<file path="src/rtl/hazard_ctrl.sv">
// hazard_ctrl: load-use stall and PC-redirect controller for the RV32 pipeline.
// Optional feature macro: HAZARD_X0_FILTER_EN (source register x0 never
// matches the EX load destination, so loads to x0 never stall).
// Outputs are combinational from the state and current inputs so that
// stalls and redirects act in the cycle they are detected.
module hazard_ctrl #(
  parameter int unsigned XLEN        = 32,
  parameter int unsigned REG_AW      = 5,
  parameter int unsigned LOAD_STALL  = 1,
  parameter int unsigned FLUSH_DEPTH = 2
) (
  input  logic              clk,
  input  logic              rst,
  input  logic [REG_AW-1:0] id_rs1,
  input  logic [REG_AW-1:0] id_rs2,
  input  logic              id_rs1_used,
  input  logic              id_rs2_used,
  input  logic [REG_AW-1:0] ex_rd,
  input  logic              ex_is_load,
  input  logic              ex_vld,
  input  logic              id_jmp_vld,
  input  logic [XLEN-1:0]   id_imm,
  input  logic [XLEN-1:0]   id_pc,
  input  logic              ex_jmp_vld,
  input  logic [XLEN-1:0]   ex_jmp_addr,
  output logic              hold_if,
  output logic              jmp_vld_if,
  output logic [XLEN-1:0]   jmp_addr_if,
  output logic              flush_id,
  output logic              inst_vld_ex
);

  localparam int unsigned CNT_W = 3;
  localparam logic [CNT_W-1:0] STALL_INIT = CNT_W'(LOAD_STALL - 1);
  localparam logic [CNT_W-1:0] FLUSH_INIT = CNT_W'(FLUSH_DEPTH - 1);
  localparam bit STALL_ONE = (LOAD_STALL == 1);
  localparam bit FLUSH_ONE = (FLUSH_DEPTH == 1);

  typedef enum logic [1:0] {
    RUN   = 2'd0,
    STALL = 2'd1,
    FLUSH = 2'd2
  } state_t;

  state_t           state, state_nxt;
  logic [CNT_W-1:0] cnt, cnt_nxt;
  logic             rs1_hit, rs2_hit, hz;

  // Source-register match against the load destination in EX
`ifdef HAZARD_X0_FILTER_EN
  assign rs1_hit = id_rs1_used && (id_rs1 == ex_rd) && (id_rs1 != '0);
  assign rs2_hit = id_rs2_used && (id_rs2 == ex_rd) && (id_rs2 != '0);
`else
  assign rs1_hit = id_rs1_used && (id_rs1 == ex_rd);
  assign rs2_hit = id_rs2_used && (id_rs2 == ex_rd);
`endif

  assign hz = ex_vld && ex_is_load && (rs1_hit || rs2_hit);

  // State and bubble counter
  always_ff @(posedge clk or posedge rst) begin
    if (rst) begin
      state <= RUN;
      cnt   <= '0;
    end else begin
      state <= state_nxt;
      cnt   <= cnt_nxt;
    end
  end

  // Next-state and output decode; EX redirect outranks everything
  always_comb begin
    state_nxt   = state;
    cnt_nxt     = cnt;
    hold_if     = 1'b0;
    jmp_vld_if  = 1'b0;
    jmp_addr_if = '0;
    flush_id    = 1'b0;
    inst_vld_ex = 1'b0;

    if (ex_jmp_vld) begin
      jmp_vld_if  = 1'b1;
      jmp_addr_if = ex_jmp_addr;
      flush_id    = 1'b1;
      if (FLUSH_ONE) begin
        state_nxt = RUN;
        cnt_nxt   = '0;
      end else begin
        state_nxt = FLUSH;
        cnt_nxt   = FLUSH_INIT;
      end
    end else begin
      case (state)
        RUN: begin
          if (hz) begin
            hold_if = 1'b1;
            if (STALL_ONE) begin
              state_nxt = RUN;
              cnt_nxt   = '0;
            end else begin
              state_nxt = STALL;
              cnt_nxt   = STALL_INIT;
            end
          end else if (id_jmp_vld) begin
            jmp_vld_if  = 1'b1;
            jmp_addr_if = id_pc + id_imm;
            flush_id    = 1'b1;
            inst_vld_ex = 1'b1;
          end else begin
            inst_vld_ex = 1'b1;
          end
        end
        STALL: begin
          hold_if = 1'b1;
          if (cnt <= CNT_W'(1)) begin
            state_nxt = RUN;
            cnt_nxt   = '0;
          end else begin
            cnt_nxt = cnt - CNT_W'(1);
          end
        end
        FLUSH: begin
          if (cnt <= CNT_W'(1)) begin
            state_nxt = RUN;
            cnt_nxt   = '0;
          end else begin
            cnt_nxt = cnt - CNT_W'(1);
          end
        end
        default: begin
          state_nxt = RUN;
          cnt_nxt   = '0;
        end
      endcase
    end

    // Quiet outputs for as long as reset is held
    if (rst) begin
      hold_if     = 1'b0;
      jmp_vld_if  = 1'b0;
      jmp_addr_if = '0;
      flush_id    = 1'b0;
      inst_vld_ex = 1'b0;
    end
  end

endmodule

</file>
<file path="config.mk">
export PLATFORM = sky130hd
export DESIGN_NAME = hazard_ctrl
export DESIGN_NICKNAME = d
export VERILOG_FILES = /design/src/rtl/hazard_ctrl.sv
export SDC_FILE = /design/constraint.sdc
export NUM_CORES = 1
export LEC_CHECK = 0
export CAP_MARGIN = 5
export CORE_MARGIN = 1
export CORE_UTILIZATION = 31
export CTS_CLUSTER_DIAMETER = 200
export DETAILED_ROUTE_END_ITERATION = 12
export PLACE_DENSITY = 0.71
export SLEW_MARGIN = 15
export SYNTH_ARGS = -nofsm -noshare
export SYNTH_HDL_FRONTEND = slang
export SYNTH_SLANG_ARGS = --single-unit
export TNS_END_PERCENT = 30
</file>
<file path="constraint.sdc">
create_clock -name clk -period 3.9 [get_ports clk]
set_input_delay 0.39 -clock clk [delete_from_list [all_inputs] [get_ports clk]]
set_output_delay 0.39 -clock clk [all_outputs]
set_load 0.02 [all_outputs]
</file>
# Yosys cells after proc, flatten, opt, wreduce, memory -nomap -nowiden
# Index checks and enable logic that the tools add are counted.
[word_totals]
register_bits = 5
input_bits = 119
out_inout_bits = 36
elab_cells = 45
[classes]
add_sub_neg = 2
magnitude_cmp = 1
n_eq_ne = 6
n_mux = 26
reduce_logical = 8
[op_table]
columns = ["operator", "count"]
rows = [
  ["two-way mux 32 bit", 5],
  ["adder 32 bit", 1],
  ["two-way mux 1 bit", 12],
  ["== test 5 bit", 2],
  ["two-way mux 3 bit", 3],
  ["two-way mux 2 bit", 3],
  ["case mux 3 bit (2 select lines)", 1],
  ["logical AND 1 bit", 4],
  ["case mux 2 bit (2 select lines)", 1],
  ["less-or-equal comparator 3 x 1 -> 1 bit, second input constant", 1],
  ["!= test 3 x 1 -> 1 bit, second input constant", 1],
  ["!= test 3 bit, second input constant", 1],
  ["subtractor 3 x 1 -> 3 bit, second input constant", 1],
  ["== test 2 x 1 -> 1 bit, second input constant", 1],
  ["== test 2 bit, second input constant", 1],
  ["logical NOT 2 bit", 1],
  ["case mux 1 bit (2 select lines)", 1],
  ["AND reduction 2 bit", 1],
  ["OR reduction 2 bit", 1],
  ["logical OR 1 bit", 1],
]

# Depth between registers and ports, before layout
# Gate-level depths: netlist of run 1.
[depth]
depth_word = 8
mapped_depth = 11
ltp_nobuf = 11

# Worst setup path before layout of run 1
# No wires, ideal clock.
[synth_timing]
kind = "input port to output port"
startpoint = "input id_imm[0]"
endpoint = "output jmp_addr_if[18]"
t_arrival_ns = 2.640
required_time_ns = 3.510
slack_ns = 0.870
path_stages = 11
n_path_buf = 0
path_cell_list = "ha_1 > inv_1 > fa_1 > nor2b_4 > o31a_1 > a211o_1 > o21ai_0 > o2111ai_1 > a21oi_1 > xor2_1 > o21ai_0"
[synth_between]
elab_chain_cells = 6
[synth_lines]
columns = ["item", "line_no", "rtl"]
rows = [
  ["from (decl)", "22", "input logic [XLEN-1:0] id_imm,"],
  ["adder 32 bit", "106", "jmp_addr_if = id_pc + id_imm;"],
  ["two-way mux 32 bit", "104", "end else if (id_jmp_vld) begin"],
  ["two-way mux 32 bit", "95", "if (hz) begin"],
  ["two-way mux 32 bit", "93", "case (state)"],
  ["two-way mux 32 bit", "81", "if (ex_jmp_vld) begin"],
  ["two-way mux 32 bit", "138", "if (rst) begin"],
  ["to (decl)", "28", "output logic [XLEN-1:0] jmp_addr_if,"],
]
# No other way between the ends.

# Worst setup path in the final report of run 1
[layout_timing]
startpoint = "input id_pc[1]"
endpoint = "output jmp_addr_if[31]"
[layout_between]
elab_chain_cells = 6
[layout_lines]
columns = ["item", "line_no", "rtl"]
rows = [
  ["from (decl)", "23", "input logic [XLEN-1:0] id_pc,"],
  ["adder 32 bit", "106", ""],
  ["two-way mux 32 bit", "104", ""],
  ["two-way mux 32 bit", "95", ""],
  ["two-way mux 32 bit", "93", ""],
  ["two-way mux 32 bit", "81", ""],
  ["two-way mux 32 bit", "138", ""],
]
# No other way between the ends.

==> impl_metrics.ini, run 1 <==
[status]
status = finished, final reports clean

[sta]
hold_slack_ns = 0.481
rsz0062_at_grt = false
maxSlewHeadroom_pct = 57.0
fin_crit_sh_pct = 95.2
setup_violations = 0
hold_viol = 0
clock.fmax_ghz = 0.269
drv_slew = 0
tightestPinTransition_ns = 0.642
period_minus_slack_ns = 3.71
finClkSkew_ns = 0.000374

[clocking]
numCtsBuffers = 3
clockRootBuffer = clkbuf_8
htreeDepth = 1
cts_hold_buf = 0
clk_pin_slew_ns = 0.03
clockBufferDepth = 2
cts_tree = yes
clock_latency_ns = 0.22
clock_sinks = 4
post-cts-setup-buffer-count = 0

[route]
vias = 3267
wl_per_cell_um = 14.0
drtIter0Drc = 135
first_pass_iters = 4
antenna_left = 0
post-route-drc-count = 0
avgViaCountPerCell = 5.21
totalWireLength_um = 8800

[critical_path]
endpoint_kind = output pin
cp.arrival_ns = 3.32
critPathTopFamily = compound AO/OA/AOI/OAI gates
critPathLaunchType = input pin
cp_slowest_stage_delay_ns = 0.50
required_ns = 3.51
path_cells = clkdlybuf4s50_1 > ha_1 > a211o_1 > a211oi_2 > nor4_2 > and4b_1 > o31a_1 > o21bai_1 > a311o_1 > nand3_1 > dlygate4sd2_1
worstPathMaxFanout = 5
rr_worst_depth = 5
crit_buf_inv = 2
worst-path-stages = 11
crit_type = input pin to output pin
crit_path_top_delay_cell = clkdlybuf4s50_1

[die]
placement_rows = 31
start_util_pct = 32.8
dieArea_mm2 = 0.00820
core_mm2 = 0.00741
die_width_um = 90.6
die_h_um = 90.6
io_pins = 155

[power_and_ir_drop]
power_leakage_uw = 0.00199
p_per_area_mw_per_mm2 = 167
ir_worst_vdd_mv = 0.0678

[final_layout]
area_growth_pct = 76.5
antennaDiodeCount = 0
nets = 683
drive_above_1_share_pct = 8.71
design_area_mm2 = 0.00429

[global_routing]
antenna_found_initial = 0
grt_pass1_vias = 3192
grt_usage_pct = 20.8
grt_pass1_wl_um = 14400
gr-total-overflow = 0
grt_start_max_net_pins = 26

[yosys]
yosysSeqAreaShare_pct = 4.12
synthCells = 360
syn_nets = 513
synthFlopType = dfrtp_1
async_flop_share_pct = 100
syn_area_per_cell_um2 = 6.75
synth_edf_count = 0
ys_ff_latch = 4
yosysWarnings = 0
synth_area_mm2 = 0.00243
ys_types = 57

[place]
gp_congestion = 0.901
io_buffers = 154
dpl.hpwl_um = 7420
placed_cell_area_mm2 = 0.00422

[min_path]
holdPathStages = 2
hp-class = register to register

[flow_run]
drv_cap = 0
-- worst register-to-register path: stages (launching register included) --
cell and delay, ns:
dfrtp_1 0.37, inv_1 0.11, ha_1 0.16, a21oi_1 0.04, o21ai_0 0.39, o211ai_1 0.13
-- worst paths after layout --
| path | startpoint | endpoint | slack, ns |
|---|---|---|---|
| max in group asynchronous | rst | cnt[2] | 3.00 |
| min reg2reg | cnt[1] | cnt[1] | 0.48 |
| min | cnt[1] | cnt[1] | 0.48 |
| max reg2reg | cnt[1] | cnt[0] | 2.56 |
| max | id_pc[1] | jmp_addr_if[31] | 0.19 |
| min in group asynchronous | rst | cnt[0] | 0.72 |
-- cell usage after synthesis, types with 2 or more instances --
cell type / instances / area (um2)
a22oi_1: 2 / 15.0
a21boi_0: 2 / 15.0
and3_1: 7 / 43.8
xnor2_1: 13 / 114
nand2_1: 37 / 139
o21a_1: 6 / 45.0
a211o_1: 5 / 43.8
or3_1: 4 / 25.0
o31ai_1: 4 / 30.0
o2111ai_1: 3 / 26.3
o21ai_0: 20 / 100
o21ai_1: 4 / 20.0
a21o_1: 14 / 105
nor4_1: 4 / 25.0
nor2_1: 37 / 139
a21oi_1: 42 / 210
nand4_1: 6 / 37.5
ha_1: 33 / 413
o31a_1: 2 / 17.5
nor3_1: 6 / 30.0
xor2_1: 18 / 158
o211ai_1: 4 / 30.0
o21bai_1: 2 / 15.0
nand3_1: 11 / 55.1
clkbuf_1: 12 / 45.0
a22o_1: 2 / 17.5
nor2b_1: 5 / 31.3
dfrtp_1: 4 / 100
inv_1: 16 / 60.1
and2_1: 2 / 12.5
a31oi_1: 4 / 25.0
or2_2: 4 / 25.0
-- flip-flops by register name (all words and copies together), names as in the netlist --
register / cells
cnt: 3
state: 1
-- cell type report --
class | instances | area, um2
multi-input cells | 327 | 2240
repair buffers | 178 | 1730
inverters | 16 | 60.1
clock buffers | 3 | 41.3
fillers | 683 | 3120
well taps | 99 | 124
flip-flops and latches | 4 | 100
-- per-layer routing --
metal | up-vias | GRT usage (%) | part of all wire (%)
met1 | 1443 | 25.7 | 43
li1 | 1669 | - | -
met3 | 17 | 2.86 | 7.2
met4 | 0 | 6.72 | 2.2
met5 | - | 0 | 0
met2 | 138 | 36.7 | 48
-- repair_timing --
item	in CTS	in global routing
endpoints found under the setup margin	13	12
gates resized for setup	11	15
pin swaps	1	1
gates cloned	0	0
-- logic make-up (layout without fill, tap and decap cells) --
kind of cell	after synthesis	count (layout)	share of synthesized area (%)
flops	4	4	4.12
mux	1	1	0.412
compound gates	129	129	35.5
fa+ha+maj	34	34	17.8
xor+xnor	31	31	11.2
simple gates	132	132	26.4
buf+inv	29	197	4.63
-- power by group --
part | switching, uW | internal, uW
clock network | 21.6 | 65.8
logic | 275 | 305
registers | 2.78 | 45.5
-- stage by stage --
step	power, uW	utilization [%]	instances	TNS [ns]	setup slack, ns
2_1_floorplan	362	-	360	0	0.870
3_3_place_gp	621	57.0	624	-0.467	-0.144
3_5_place_dp	626	57.0	624	-0.776	-0.194
4_1_cts	716	57.5	627	0	0.00402
5_1_grt	773	57.9	627	0	0.0447
6_report	715	57.9	627	0	0.187
-- layout by cell type (no fill, tap or decap), types with 5 or more instances in the layout --
cell	synthesis	routed
clkdlybuf4s50_1	0	136
a21oi_1	42	42
nand2_1	37	37
nor2_1	37	37
ha_1	33	33
buf_4	1	24
o21ai_0	20	19
xor2_1	18	18
inv_1	16	16
a21o_1	14	14
xnor2_1	13	13
nand3_1	11	11
dlymetal6s2s_1	0	9
dlygate4sd2_1	0	8
and3_1	7	7
nand4_1	6	6
o21a_1	6	6
a211o_1	5	5
nor2b_1	5	5
nor3_1	6	5
(Power assumes the default switching activity.)
==> inputs of run 2 (changes only) <==
- GPL_ROUTABILITY_DRIVEN: unset -> 0
==> results of run 2 <==
No change in the layout: final DEF, timing and power equal those of run 1.
==> inputs of run 3 (changes only) <==
- PLACE_DENSITY: 0.71 -> 0.74
- clock period: 3.9 -> 3.2 ns (I/O delays scaled with it)
==> run 3 against run 2 <==
  * Critical path type unchanged
  * Final cell count increased by 8.0%
  * Combinational power increased by 42%
  * Register-to-register slack got worse by 0.69 ns
==> impl_metrics.ini, run 3 (same netlist as run 1, synthesis figures left out) <==
[clocking]
clock_sinks = 4
clockRootBuffer = clkbuf_8
cts_hold_buf = 0
numCtsBuffers = 3
clockBufferDepth = 2
clk_pin_slew_ns = 0.03
clock_latency_ns = 0.22
htreeDepth = 1
cts_tree = yes

[global_routing]
gr-usage-met3_pct = 3.54
grt_pass1_wl_um = 16000
grt.busiest_layer = met2
grt_start_max_net_pins = 26
gr-total-overflow = 0
antenna_found_initial = 0
grt_usage_pct = 23.3
grt_pass1_vias = 3575
gr-usage-met2_pct = 43.1
grt_util_met1_pct = 26.8

[route]
vias = 3556
avgViaCountPerCell = 5.25
wl_per_cell_um = 14.4
first_pass_iters = 5
antenna_left = 0
totalWireLength_um = 9740
post-route-drc-count = 0
drtIter0Drc = 126

[flow_run]
drv_cap = 0

[sta]
hold_viol = 0
rsz0062_at_grt = true
setup_tns_ns = 0
clock.fmax_ghz = 0.322
fin_crit_sh_pct = 97.1
finClkSkew_ns = 0.000255
setup_violations = 0
drv_slew = 0
maxSlewHeadroom_pct = 67.7
layout_setup_ws_ns = 0.0920
tightestPinTransition_ns = 0.481
hold_slack_ns = 0.354
period_minus_slack_ns = 3.11

[min_path]
hp-class = input pin to asynchronous set/reset pin

[die]
core_mm2 = 0.00741
io_pins = 155
placement_rows = 31
dieArea_mm2 = 0.00820
die_h_um = 90.6
die_width_um = 90.6
start_util_pct = 32.8

[final_layout]
largest_reg_flops = 3
drive_above_1_share_pct = 24.2
antennaDiodeCount = 0
final_common_cell = clkdlybuf4s50_1
largest_register = cnt
final_cell_mix = 111 x clkdlybuf4s50_1, 77 x buf_4, 41 x a21oi_1, 37 x nor2_1, 35 x nand2_1
area_growth_pct = 98.5
nets = 733
fillers = 660
largestRegisters = cnt x3, state x1

[critical_path]
endpoint_kind = output pin
cp.arrival_ns = 2.79
crit_buf_inv = 2
worstPathMaxFanout = 5
rr_worst_depth = 5
worst-path-stages = 11
critPathTopFamily = compound AO/OA/AOI/OAI gates
required_ns = 2.88
cpMostUsedCell = o21a_1
cp_slowest_stage_delay_ns = 0.39
path_cells = clkdlybuf4s15_1 > ha_4 > o211a_4 > a211oi_4 > nor4_4 > and4b_1 > o31a_1 > o21a_1 > o21a_1 > o211ai_1 > buf_4
crit_type = input pin to output pin
critPathLaunchType = input pin
crit_path_top_delay_cell = o31a_1

[power_and_ir_drop]
p_per_area_mw_per_mm2 = 205
ir_worst_vdd_mv = 0.0913
power_leakage_uw = 0.00224

[place]
io_buffers = 154
dpl.hpwl_um = 7930
place_worst_setup_slack_ns = -0.736

[status]
status = finished, final reports clean
-- run 3: final timing paths --
kind | slack, ns | endpoint | start
max | 0.09 | jmp_addr_if[25] | id_imm[3]
min | 0.35 | cnt[0] | rst
max reg2reg | 1.87 | cnt[2] | cnt[1]
min reg2reg | 0.47 | cnt[1] | cnt[1]
max in group asynchronous | 2.66 | cnt[2] | rst
min in group clk | 0.47 | cnt[1] | cnt[1]
-- run 3: timing repair --
action,4_1_cts,5_1_grt
pin swaps,16,29
setup buffers,1,4
endpoints found under the hold margin,0,0
setup endpoints to repair,31,27
resized for setup,104,45
-- run 3: layer usage --
metal | vias to the layer above | part of all wire [%] | wire (um)
met2 | 150 | 51 | 4930
met4 | 0 | 3.0 | 294
met1 | 1622 | 40 | 3920
met3 | 26 | 6.1 | 590
met5 | - | 0 | 0
li1 | 1758 | - | -
-- run 3: where the power goes --
part	internal, uW	switching, uW	leakage [uW]
sequential	55.4	3.61	0.0000499
clock	80.2	26.3	0.0000216
combinational	446	375	0.00216
-- run 3: per-stage QoR --
| step | std cells | area, um2 | util [%] | power [uW] |
|---|---|---|---|---|
| finish | 677 | 4820 | 65.1 | 987 |
| global route | 677 | 4820 | 65.1 | 1060 |
| CTS | 673 | 4690 | 63.3 | 948 |
| detailed placement | 669 | 4560 | 61.6 | 824 |
| global placement | 669 | 4560 | 61.6 | 812 |
| floorplan | 360 | 2430 | - | 441 |
-- run 3: final cells by class --
class | instances | area [um2] | area share [%]
well taps | 99 | 124 | 2.57
flip-flops and latches | 4 | 100 | 2.07
clock buffers | 3 | 41.3 | 0.856
inverters | 16 | 60.1 | 1.24
multi-input cells | 327 | 2430 | 50.4
repair buffers | 228 | 2070 | 42.8
-- run 3: worst register-to-register path: cells and delay by family, from the launching register on --
family	cells	cell delay (ns)
compound gates	3	0.58
flops	1	0.36
fa+ha+maj	1	0.15
buf+inv	1	0.09
